==> config.mk <==
export PLATFORM = sky130hd
export DESIGN_NAME = vluint7_enc
export DESIGN_NICKNAME = d
export VERILOG_FILES = /design/src/rtl/vluint7_enc.sv
export SDC_FILE = /design/constraint.sdc
export NUM_CORES = 1
export LEC_CHECK = 0
export CELL_PAD_IN_SITES_DETAIL_PLACEMENT = 0
export CELL_PAD_IN_SITES_GLOBAL_PLACEMENT = 1
export CORE_ASPECT_RATIO = 1.75
export CORE_UTILIZATION = 34
export DETAILED_ROUTE_END_ITERATION = 12
export PLACE_DENSITY = 0.78
export SETUP_SLACK_MARGIN = 0.5
export SLEW_MARGIN = 10
export SYNTH_ARGS = -nofsm -noshare
export SYNTH_HDL_FRONTEND = slang
export SYNTH_SLANG_ARGS = --single-unit
==> constraint.sdc <==
create_clock -name clk -period 2.2 [get_ports clk]
set_clock_uncertainty 0.2 [all_clocks]
set_input_delay 0.44 -clock clk [delete_from_list [all_inputs] [get_ports clk]]
set_output_delay 0.44 -clock clk [all_outputs]
set_load 0.01 [all_outputs]
==> src/rtl/vluint7_enc.sv <==
// vluint7_enc: encodes one unsigned value per request as a LEB128-style
// little-endian varint (7 payload bits per byte, bit 7 = continuation) and
// writes the bytes to consecutive memory addresses with a ready handshake.
// Optional build macro: VLUINT7_ZIGZAG_EN -- zigzag-maps the input as a signed
// two's-complement value before encoding, so small negatives stay short.
// Width macros MEM_ADDR_WIDTH / INSTR_WIDTH / MEM_DATA_WIDTH default below
// when the surrounding project does not define them.

`ifndef MEM_ADDR_WIDTH
`define MEM_ADDR_WIDTH 16
`endif
`ifndef INSTR_WIDTH
`define INSTR_WIDTH 32
`endif
`ifndef MEM_DATA_WIDTH
`define MEM_DATA_WIDTH 16
`endif

module vluint7_enc (
   input  logic                       clk,
   input  logic                       reset,
   input  logic                       beg,
   input  logic [`MEM_ADDR_WIDTH-1:0] addr,
   input  logic [`INSTR_WIDTH-1:0]    data,
   input  logic                       mem_ready,
   output logic [`MEM_ADDR_WIDTH-1:0] mem_addr,
   output logic [`MEM_DATA_WIDTH-1:0] mem_wdata,
   output logic                       mem_we,
   output logic                       busy,
   output logic                       rd,
   output logic [`MEM_ADDR_WIDTH-1:0] addr_out,
   output logic [3:0]                 nbytes
);

   localparam int AW = `MEM_ADDR_WIDTH;
   localparam int IW = `INSTR_WIDTH;
   localparam int DW = `MEM_DATA_WIDTH;

   typedef enum logic [1:0] {IDLE, EMIT, DONE} state_t;

   state_t          state_reg, state_next;
   logic [IW-1:0]   rem_reg, rem_next;          // value bits not yet written
   logic [AW-1:0]   addr_reg, addr_next;        // address of the byte on the bus
   logic [3:0]      count_reg, count_next;      // bytes accepted so far
   logic [AW-1:0]   addr_out_reg, addr_out_next;
   logic [3:0]      nbytes_reg, nbytes_next;

   logic [IW-1:0]   value_in;
   logic            cont;
   logic [7:0]      enc_byte;

`ifdef VLUINT7_ZIGZAG_EN
   // (d << 1) ^ (d >>> (IW-1)): the arithmetic shift is just the sign bit
   // replicated, built explicitly so no signedness context can turn it logical.
   logic [IW-1:0]   sign_fill;
   assign sign_fill = {IW{data[IW-1]}};
   assign value_in  = {data[IW-2:0], 1'b0} ^ sign_fill;
`else
   assign value_in  = data;
`endif

   // The byte on the bus is derived from the remaining value, so it cannot
   // change while a write is stalled (rem_reg only moves on acceptance).
   assign cont      = |rem_reg[IW-1:7];
   assign enc_byte  = {cont, rem_reg[6:0]};
   assign mem_wdata = DW'(enc_byte);
   assign mem_addr  = addr_reg;
   assign addr_out  = addr_out_reg;
   assign nbytes    = nbytes_reg;

   // Next-state and output decode; everything holds unless a case updates it.
   always_comb begin
      state_next    = state_reg;
      rem_next      = rem_reg;
      addr_next     = addr_reg;
      count_next    = count_reg;
      addr_out_next = addr_out_reg;
      nbytes_next   = nbytes_reg;
      mem_we        = 1'b0;
      busy          = 1'b0;
      rd            = 1'b0;
      case (state_reg)
         IDLE: begin
            if (beg) begin
               state_next = EMIT;
               rem_next   = value_in;
               addr_next  = addr;
               count_next = 4'd0;
            end
         end
         EMIT: begin
            mem_we = 1'b1;
            busy   = 1'b1;
            if (mem_ready) begin
               rem_next   = rem_reg >> 7;
               addr_next  = addr_reg + AW'(1);
               count_next = count_reg + 4'd1;
               // No higher bits left: this byte was the last one.
               if (!cont) begin
                  state_next    = DONE;
                  addr_out_next = addr_reg + AW'(1);
                  nbytes_next   = count_reg + 4'd1;
               end
            end
         end
         DONE: begin
            rd         = 1'b1;
            state_next = IDLE;
         end
         default: state_next = IDLE;
      endcase
   end

   // State register with synchronous active-low reset (wins over beg).
   always_ff @(posedge clk) begin
      if (!reset) begin
         state_reg    <= IDLE;
         rem_reg      <= '0;
         addr_reg     <= '0;
         count_reg    <= '0;
         addr_out_reg <= '0;
         nbytes_reg   <= '0;
      end else begin
         state_reg    <= state_next;
         rem_reg      <= rem_next;
         addr_reg     <= addr_next;
         count_reg    <= count_next;
         addr_out_reg <= addr_out_next;
         nbytes_reg   <= nbytes_next;
      end
   end

endmodule

# After elaboration in Yosys (flattened, before gate mapping)
# Index checks and enable logic that the tools add are counted.
# Widths: inputs -> output; s select.
[word_totals]
ff_bits = 74
latchBits = 0
ram_bits = 0
rom_bits = 0
in_bits = 52
mem_count = 0
[classes]
n_addsub = 2
multipliers = 0
n_div = 0
n_lt_le_gt_ge = 0
n_eq_ne = 5
shift = 0
n_mux = 15
bitwise_logic = 1
reduce_logical = 6
[op_table]
columns = ["op", "count"]
rows = [
  ["$mux 32", 2],
  ["$pmux 32 s2", 1],
  ["$mux 16", 2],
  ["$pmux 16 s2", 1],
  ["$reduce_or 25->1", 1],
  ["$add 16x1->16 const B", 1],
  ["$reduce_and 3->1", 3],
  ["$mux 4", 2],
  ["$pmux 4 s2", 1],
  ["$mux 2", 3],
  ["$ne 2x2->1 const B", 3],
  ["$add 4x1->4 const B", 1],
  ["$pmux 2 s2", 1],
  ["$eq 2x1->1 const B", 1],
  ["$eq 2x2->1 const B", 1],
  ["$logic_not 2->1", 1],
  ["$mux 1", 2],
  ["$reduce_bool 2->1", 1],
  ["$not 1->1", 1],
]

# Logic depth before layout (Yosys ltp)
# Gate-level depths: netlist of the first run.
[logic_depth]
ltp_word = 4
depth_mapped = 7
depth_no_buf = 6

# Worst setup path before layout of the first run
# OpenSTA, ideal clock, no wires.
[synth_path]
path_type = "flip-flop to flip-flop"
start = "reg addr_reg[5] (netlist: mem_addr[5])"
end = "reg addr_reg[15] (netlist: mem_addr[15])"
setup_time_ns = 0.075
arrival_time_ns = 1.668
required_time_ns = 1.925
slack_ns = 0.257
path_stages_with_launch = 7
n_path_buf = 1
period_less_slack_ns = 1.943
path_cell_list = "dfxtp_1 clkbuf_2 and4_4 and4_1 nand4_2 or4_1 a31oi_1"
[synth_via]
elab_chain_cells = 3
[synth_lines]
columns = ["element", "line", "text"]
rows = [
  ["start: declaration", "43", "logic [AW-1:0] addr_reg, addr_next;"],
  ["start signal: assignment", "126", "addr_reg <= addr_next;"],
  ["$add 16x1->16", "96", "addr_next = addr_reg + AW'(1);"],
  ["$mux 16", "94", "if (mem_ready) begin"],
  ["$pmux 16 s2", "82", "case (state_reg)"],
]
# No other way between the ends. The select of a mux whose other input is x is not followed.
# A chain may end at the register's enable or synchronous reset.

# Worst setup path after layout of the first run
[layout_path]
start = "reg rem_reg[16]"
end = "out mem_wdata[7]"
[layout_via]
elab_chain_cells = 1
[layout_lines]
columns = ["element", "line", "text"]
rows = [
  ["start: declaration", "42", "logic [IW-1:0] rem_reg, rem_next;"],
  ["start signal: assignment", "125", "rem_reg <= rem_next;"],
  ["$reduce_or 25->1", "64", "assign cont = |rem_reg[IW-1:7];"],
  ["end: declaration", "27", "output logic [`MEM_DATA_WIDTH-1:0] mem_wdata,"],
]
# No other way between the ends.

==> impl_metrics.tcl, run 1 <==
set metrics [dict create \
    clock-sinks 74 \
    cts_htree_levels 3 \
    p_sw_share_pct 28.1 \
    root_buffer "clkbuf_16" \
    holdBufCountCts 0 \
    totalPowerFinal_w 0.00422 \
    rsz0062_at_grt "yes" \
    top_layer "met4" \
    synth_top_area_share_pct 41.3 \
    fmaxAchievable_mhz 449 \
    coreArea_mm2 0.0103 \
    drt_iter0_drc 169 \
    async_reset_ff_share_pct 0 \
    place_area_mm2 0.00504 \
    largest_reg_flops 32 \
    p_leak_nw 2.75 \
    seq_area_frac_synth_pct 41.3 \
    switchingPower_w 0.00118 \
    cp.required_ns 1.56 \
    pwr-share-comb_pct 25.1 \
    maxSlewViolCount 0 \
    grtUsageTotal_pct 22.9 \
    ir_drop_mv 0.431 \
    dieArea_mm2 0.0110 \
    synth-edff-count 0 \
    drtAntennaViolNets 0 \
    synthFlopType "dfxtp_1" \
    instances_no_fill 745 \
    worst_ep_arrival_time_ns 1.59 \
    drive_gt1_share_pct 43.9 \
    placed_cells 673 \
    met2_length_um 7260 \
    design_area_mm2 0.00662 \
    setup_violations 13 \
    grt-ovfl-total 0 \
    drt-met1-wl_um 4470 \
    clkSlewWorstSetupHoldPaths_ns 0.06 \
    drc 0 \
    min_period_ns 2.23 \
    synthDistinctLibCells 51 \
    grt_pass1_wl_um 19100 \
    clock_latency_ns 0.34 \
    vias 3969 \
    numCtsBuffers 9 \
    cts_buffer_depth 2 \
    reg2regPathDepth 10 \
    grt_antenna_before_repair 0 \
    port_buffers 98 \
    fp.dieW_um 79.7 \
    drv_cap 0 \
    syn_area_per_cell_um2 8.29 \
    synth_warnings 0 \
    finalHoldViolCount 0 \
    fp-row-count 49 \
    first_global_vias 3916 \
    cp-end-kind "output port" \
    synth_area_leaders "dfxtp_1 41%, nand2_1 7.4%, nor2_1 5.4%" \
    p_int_w 0.00303 \
    power_density_mw_per_mm2 637 \
    grt_max_degree 56 \
    io_pins 107 \
    die_h_um 138 \
    diodes 0 \
    outcome "finished with violations" \
    hold_depth 2 \
    area_growth_pct 84.3 \
    wl_per_cell_um 17.2 \
    yosysMostFrequentCell "dfxtp_1" \
    drt-total-wl_um 12800 \
    detailed_place_hpwl_um 7780 \
    pwr-share-clk_pct 38.7 \
    start_util_pct 34.9 \
    violations "setup timing" \
    vias_per_cell 5.33 \
    ys_ff_latch 74 \
    fin_nets 667 \
    cp-start-kind "flop" \
    critPathKind "reg -> out" \
    ys_top_cells_by_count "74 x dfxtp_1, 71 x nand2_1, 52 x nor2_1, 22 x nand3_1, 21 x clkbuf_1" \
    place.gp.congestion 0.843 \
    period_share_pct 101 \
    holdWs_ns 0.304 \
    layout_setup_ws_ns -0.0263 \
    dp_slack_ns -0.201 \
    dr_wl_met3_um 512 \
    yosysTopAreaCell "dfxtp_1" \
    crit_fanout 3 \
    synth_area_mm2 0.00359 \
    p_seq_share_pct 36.1 \
    hp-class "reg -> reg" \
    dr.pass1.iters 4 \
    cts_tree "done" \
    synthCells 433 \
]
## per-stage QoR
stage,TNS (ns),util (%)
6_report,-0.150,64.3
3_3_place_gp,-1.94,49.0
5_1_grt,-2.18,64.3
2_1_floorplan,0,-
3_5_place_dp,-2.68,49.0
4_1_cts,0,57.6
## critical path, stage by stage, from the launching register on
cell,delay [ns]
dfxtp_1,0.34
or3_4,0.42
nor3_2,0.23
inv_1,0.10
buf_2,0.15
## metal layers
layer,GRT usage (%),vias to the layer above
met4,13.1,0
met3,2.96,35
met5,0,-
li1,-,1878
met2,44.0,124
met1,22.8,1932
## logic make-up after synthesis
logic type	share of synthesized area, %
simple gates	23.9
compound gates	21.0
flops	41.3
buf+inv	7.98
xor+xnor	3.90
mux	1.12
fa+ha+maj	0.697
other cells	0.104
## worst paths after layout
kind                    start           end  slack [ns]
setup reg to reg  rem_reg[11]   addr_out[6]       -0.02
setup / recovery  rem_reg[16]  mem_wdata[7]       -0.03
hold reg to reg   addr_out[3]   addr_out[3]        0.30
hold / removal    addr_out[3]   addr_out[3]        0.30
## power by group through the flow
stage,Clock [W],Sequential (W),Combinational (W)
2_1_floorplan,0,0.00153,0.000371
3_3_place_gp,0,0.00153,0.000734
3_5_place_dp,0,0.00153,0.000743
4_1_cts,0.00163,0.00151,0.000855
5_1_grt,0.00168,0.00153,0.00113
6_report,0.00163,0.00152,0.00106
## cell usage in the layout (no fill, tap or decap), drive strengths merged, types with 4 or more instances in the layout
cell type | synthesis | layout
o211a | 6 | 6
and2 | 5 | 5
buf | 27 | 118
conb | 1 | 8
clkbuf | 23 | 12
dlygate4sd2 | 0 | 41
a22oi | 10 | 10
xnor2 | 6 | 6
a211oi | 12 | 12
dfxtp | 74 | 74
nor2b | 6 | 6
clkdlybuf4s50 | 0 | 49
a311oi | 20 | 20
nor4 | 9 | 9
clkinv | 0 | 4
nor2 | 52 | 52
mux2i | 4 | 4
nand2 | 71 | 71
nand3 | 22 | 22
a21oi | 18 | 18
nand4 | 4 | 4
xor2 | 10 | 10
o21ai | 13 | 13
nor3 | 5 | 5
## area by class of cell
type / count / area [um^2]
fillers: 840 / 3680
multi-input cells: 313 / 2440
repair buffers: 212 / 2140
flip-flops and latches: 74 / 1540
clock buffers: 10 / 239
well taps: 127 / 159
clock inverters: 6 / 88.8
inverters: 3 / 16.3
## what timing repair did
item | 4_1_cts | 5_1_grt
endpoints found under the hold margin | 0 | 0
resized for setup | 141 | 124
buffers inserted | 32 | 17
endpoints found under the setup margin | 121 | 71
pin swaps | 29 | 48
cloned | 5 | 2
(Power assumes the default switching activity.)
==> run 2: changes to the inputs <==
CORE_ASPECT_RATIO = not set   (was 1.75)
REMOVE_ABC_BUFFERS = 1   (was not set)
==> impl_metrics.tcl, run 2 (synthesis results as in run 1) <==
set metrics [dict create \
    worst_ep_arrival_time_ns 2.81 \
    grt_max_degree 50 \
    grt_antenna_before_repair 0 \
    design_area_mm2 0.00667 \
    fp-row-count 37 \
    crit_fanout 2 \
    drt-total-wl_um 13700 \
    clock-sinks 74 \
    min_period_ns 2.75 \
    cp_cell_sequence "nor4_1 > nand4_1 > nor3_2 > buf_4 > buf_6 > buf_6 > buf_6 > buf_6 > buf_6 > buf_6 > buf_6 > buf_6 > buf_6 > buf_6 > a21oi_2 > o21a_1" \
    timing.rr.start "rem_reg[29]" \
    start_util_pct 34.9 \
    drc 0 \
    place_area_mm2 0.00495 \
    worstReg2RegEnd "state_reg[0]" \
    cts_htree_levels 3 \
    vias 4060 \
    setup_violations 22 \
    diodes 0 \
    holdWs_ns 0.299 \
    dr_wl_met3_um 668 \
    drt_iter0_drc 188 \
    clock_latency_ns 0.36 \
    drt-met1-wl_um 5700 \
    placed_cells 676 \
    first_global_vias 3930 \
    power_density_mw_per_mm2 576 \
    cpMostUsedCell "buf_6" \
    period_share_pct 125 \
    hp-class "reg -> reg" \
    fp.dieW_um 105 \
    maxSlewViolCount 0 \
    wl_per_cell_um 18.0 \
    place.gp.congestion 0.762 \
    layout_setup_ws_ns -0.551 \
    cts_buffer_depth 2 \
    multiInputGateArea_mm2 0.00242 \
    clkSlewWorstSetupHoldPaths_ns 0.09 \
    fmaxAchievable_mhz 363 \
    fin_nets 672 \
    cp-endpoint "state_reg[0]" \
    ir_drop_mv 0.349 \
    startpoint "rem_reg[29]" \
    final_cell_mix "69 x nand2_1, 59 x buf_4, 54 x dfxtp_1, 49 x clkdlybuf4s50_1, 39 x buf_6" \
    cpPeakStageDelay_ns 0.40 \
    mostFrequentLayoutCell "nand2_1" \
    instances_no_fill 759 \
    fillers 814 \
    cp-end-kind "flop" \
    cp_num_buf_inv 11 \
    port_buffers 98 \
    rsz0062_at_grt "yes" \
    violations "setup timing" \
    p_leak_nw 2.77 \
    die_h_um 105 \
    detailed_place_hpwl_um 7180 \
    outcome "finished with violations" \
    fin_util_pct 64.9 \
    critPathKind "reg -> reg" \
    grt-ovfl-total 0 \
    regToRegSetupSlack_ns -0.55 \
    drive_gt1_share_pct 44.5 \
    cp-start-kind "flop" \
    grt_pass1_wl_um 19900 \
    dieArea_mm2 0.0110 \
    area_growth_pct 85.7 \
    finalHoldViolCount 0 \
    drv_cap 0 \
    cp_slowest_cell "nor4_1" \
    cp.required_ns 2.26 \
    path_delay_family "buffers and inverters" \
    vias_per_cell 5.35 \
    io_pins 107 \
    dr.pass1.iters 5 \
    final-seq-area_mm2 0.00153 \
    largest_reg_flops 32 \
    met2_length_um 6880 \
    critical_path_depth 16 \
    reg2regPathDepth 16 \
    coreArea_mm2 0.0103 \
    root_buffer "clkbuf_8" \
    grtUsageTotal_pct 23.0 \
    cts_tree "done" \
    drtAntennaViolNets 0 \
    top_layer "met4" \
    numCtsBuffers 9 \
]
==> run 2: cell count changes in the layout (fill, tap and decap cells not counted), moves of 4 or more <==
cell	previous run	this run
a22oi_2	2	9
clkbuf_8	1	9
buf_12	7	11
a22oi_1	8	1
dlygate4sd2_1	41	36
buf_4	70	59
nor2_2	12	7
buf_6	28	39
clkbuf_16	11	3
==> run 2: where the power goes <==
group          internal [W]  total (W)  switching (W)
clock              0.000641    0.00120       0.000564
sequential          0.00143    0.00151      0.0000881
combinational      0.000601    0.00112       0.000521
==> run 2: worst min-delay path, cell delays in order, from the launching register on <==
cell,delay (ns)
dfxtp_2,0.34
nor2_4,0.10
a211oi_2,0.03
==> run 2: how the worst min path moves through the flow <==
stage,slack (ns),endpoint,from,cells after the start
2_1_floorplan,0.26,rem_reg[11],rem_reg[18],2
3_3_place_gp,0.28,nbytes[1],nbytes[1],2
3_5_place_dp,0.29,rem_reg[6],rem_reg[13],2
4_1_cts,0.30,rem_reg[6],rem_reg[13],2
5_1_grt,0.32,addr_out[8],addr_out[8],2
6_report,0.30,addr_out[8],addr_out[8],2
==> run 2: final cells by class <==
class                      count  share of cell area (%)
timing repair buffer         217                    34.7
tap                          136                    2.55
clock inverter                 6                    1.37
sequential                    74                    22.9
multi-input combinational    313                    36.3
inverter                       3                   0.244
clock buffer                  10                    1.91
==> run 2: per-stage QoR <==
step           total power [W]  TNS, ns  setup slack [ns]
2_1_floorplan          0.00183   -71.84             -1.87
4_1_cts                0.00359   -0.488            -0.284
3_3_place_gp           0.00223    -2.85            -0.175
5_1_grt                0.00396    -4.99            -0.603
6_report               0.00384    -2.93            -0.551
3_5_place_dp           0.00225    -6.45            -0.249
==> run 2: layer usage <==
metal | global-route usage [%] | vias to the layer above
met5 | 0 | -
met4 | 11.1 | 0
met3 | 3.49 | 38
met2 | 38.5 | 147
met1 | 28.9 | 1985
li1 | - | 1890
==> run 2: what timing repair did <==
item                                    CTS  global route
gates resized for setup                 201            99
setup buffers                            35            20
endpoints found under the setup margin  121            82
pin swaps                                49            37
cloned                                    8             4
hold buffers                              0             0
==> run 3: changes to the inputs <==
CAP_MARGIN = 40   (was not set)
clock period = 2.7 ns   (was 2.2 ns; I/O delays follow)
==> impl_metrics.tcl, run 3 (synthesis results as in run 1) <==
set metrics [dict create \
    vias_per_cell 5.18 \
    grt_antenna_before_repair 0 \
    drv_cap 0 \
    fin_nets 592 \
    drc 0 \
    grt_pass1_wl_um 17200 \
    fmaxAchievable_mhz 387 \
    drive_gt1_share_pct 18.4 \
    coreArea_mm2 0.0103 \
    wl_per_cell_um 15.6 \
    fillers 984 \
    worst-slew-pin-transition_ns 0.572 \
    start_util_pct 34.9 \
    die_h_um 105 \
    pwr-share-comb_pct 18.7 \
    dieArea_mm2 0.0110 \
    totalPowerFinal_w 0.00284 \
    clock-sinks 74 \
    dr.pass1.iters 7 \
    startpoint "rem_reg[8]" \
    cts_buffer_depth 2 \
    use_met3_pct 2.74 \
    p_leak_nw 2.01 \
    first_global_vias 3456 \
    ir_drop_mv 0.296 \
    use_met1_pct 26.0 \
    p_sw_share_pct 26.4 \
    design_area_mm2 0.00531 \
    finalHoldViolCount 0 \
    timing.rr.start "rem_reg[8]" \
    regToRegSetupSlack_ns 0.12 \
    vias 3514 \
    drt-total-wl_um 10600 \
    diodes 0 \
    cp-end-kind "flop" \
    mostFrequentLayoutCell "clkdlybuf4s50_1" \
    switchingPower_w 0.000751 \
    grt-ovfl-total 0 \
    clkSlewWorstSetupHoldPaths_ns 0.08 \
    largest_reg_flops 32 \
    fin_util_pct 51.6 \
    detailed_place_hpwl_um 6840 \
    cp-start-kind "flop" \
    min_period_ns 2.58 \
    clock_latency_ns 0.34 \
    grtUsageTotal_pct 19.6 \
    p_int_w 0.00209 \
    hp-class "reg -> reg" \
    slew_headroom_pct 61.5 \
    critPathKind "reg -> reg" \
    reg2regPathDepth 16 \
    cp-endpoint "state_reg[0]" \
    place_area_mm2 0.00467 \
    worstReg2RegEnd "state_reg[0]" \
    fp-row-count 37 \
    setup_violations 0 \
    use_met2_pct 32.7 \
    rsz0062_at_grt "yes" \
    cp.required_ns 2.74 \
    area_growth_pct 47.8 \
    root_buffer "clkbuf_8" \
    cts_tree "done" \
    maxSlewViolCount 0 \
    holdBufCountCts 0 \
    io_pins 107 \
    grt_busiest_layer "met2" \
    pwr-share-clk_pct 37.9 \
    cts_htree_levels 3 \
    p_seq_share_pct 43.4 \
    period_share_pct 95.7 \
    grt_max_degree 56 \
    final_cell_mix "94 x clkdlybuf4s50_1, 71 x nand2_1, 66 x dfxtp_1, 48 x nor2_1, 22 x nand3_1" \
    power_density_mw_per_mm2 536 \
    port_buffers 98 \
    numCtsBuffers 9 \
    drtAntennaViolNets 0 \
    worst_ep_arrival_time_ns 2.63 \
    fp.dieW_um 105 \
    outcome "completed" \
    crit_fanout 3 \
    drt_iter0_drc 201 \
    place.gp.congestion 0.772 \
]
-- run 3: critical path, cell delays in order (launching register included) --
cell and delay [ns]:
dfxtp_2 0.35, nor4_4 0.28, buf_4 0.16, nand4_1 0.12, nor3_2 0.27, buf_4 0.16
buf_6 0.08, buf_6 0.08, buf_6 0.08, buf_6 0.08, buf_6 0.08, buf_6 0.08
buf_6 0.08, buf_6 0.08, buf_6 0.08, a21oi_2 0.04, o21a_1 0.18
-- run 3: power groups by stage --
stage	Combinational, W	Clock, W	Sequential [W]
after floorplan	0.000241	0	0.00125
after detailed placement	0.000505	0	0.00125
after global routing	0.000582	0.00115	0.00125
after CTS	0.000527	0.00110	0.00123
final	0.000532	0.00108	0.00124
after global placement	0.000500	0	0.00125
-- run 3: cell type report --
class                      count  area, um^2  share of cell area, %
inverter                       3        11.3                  0.212
clock inverter                 5         100                   1.89
sequential                    74        1490                   28.1
multi-input combinational    313        1960                   37.0
timing repair buffer         137        1420                   26.7
tap                          136         170                   3.21
clock buffer                  11         151                   2.85
-- run 3: worst min path at each step --
stage | startpoint | endpoint | slack [ns] | cells after the start
after floorplan | rem_reg[18] | rem_reg[11] | 0.26 | 2
after global placement | rem_reg[22] | rem_reg[15] | 0.28 | 2
after detailed placement | rem_reg[0] | rem_reg[0] | 0.29 | 1
after CTS | rem_reg[29] | rem_reg[22] | 0.29 | 2
after global routing | rem_reg[29] | rem_reg[22] | 0.32 | 2
final | rem_reg[17] | rem_reg[10] | 0.29 | 2
-- run 3: timing repair --
action / 4_1_cts / 5_1_grt
endpoints found under the setup margin: 29 / 57
pin swaps: 7 / 15
endpoints found under the hold margin: 0 / 0
setup buffers: 15 / 5
cloned: 2 / 0
gates resized for setup: 24 / 34
-- run 3: through the flow --
| step | worst slack (ns) | TNS (ns) | hold slack (ns) | cells |
|---|---|---|---|---|
| after floorplan | -1.37 | -41.44 | 0.263 | 390 |
| after global placement | 0.126 | 0 | 0.281 | 641 |
| after detailed placement | 0.0904 | 0 | 0.291 | 641 |
| after CTS | 0.254 | 0 | 0.294 | 674 |
| after global routing | 0.0229 | 0 | 0.322 | 679 |
| final | 0.117 | 0 | 0.289 | 679 |
-- run 3: per-layer routing --
layer	up-vias	part of all wire [%]
met5	-	0
met4	0	1.7
met3	12	3.6
met2	82	48
met1	1693	47
li1	1727	-
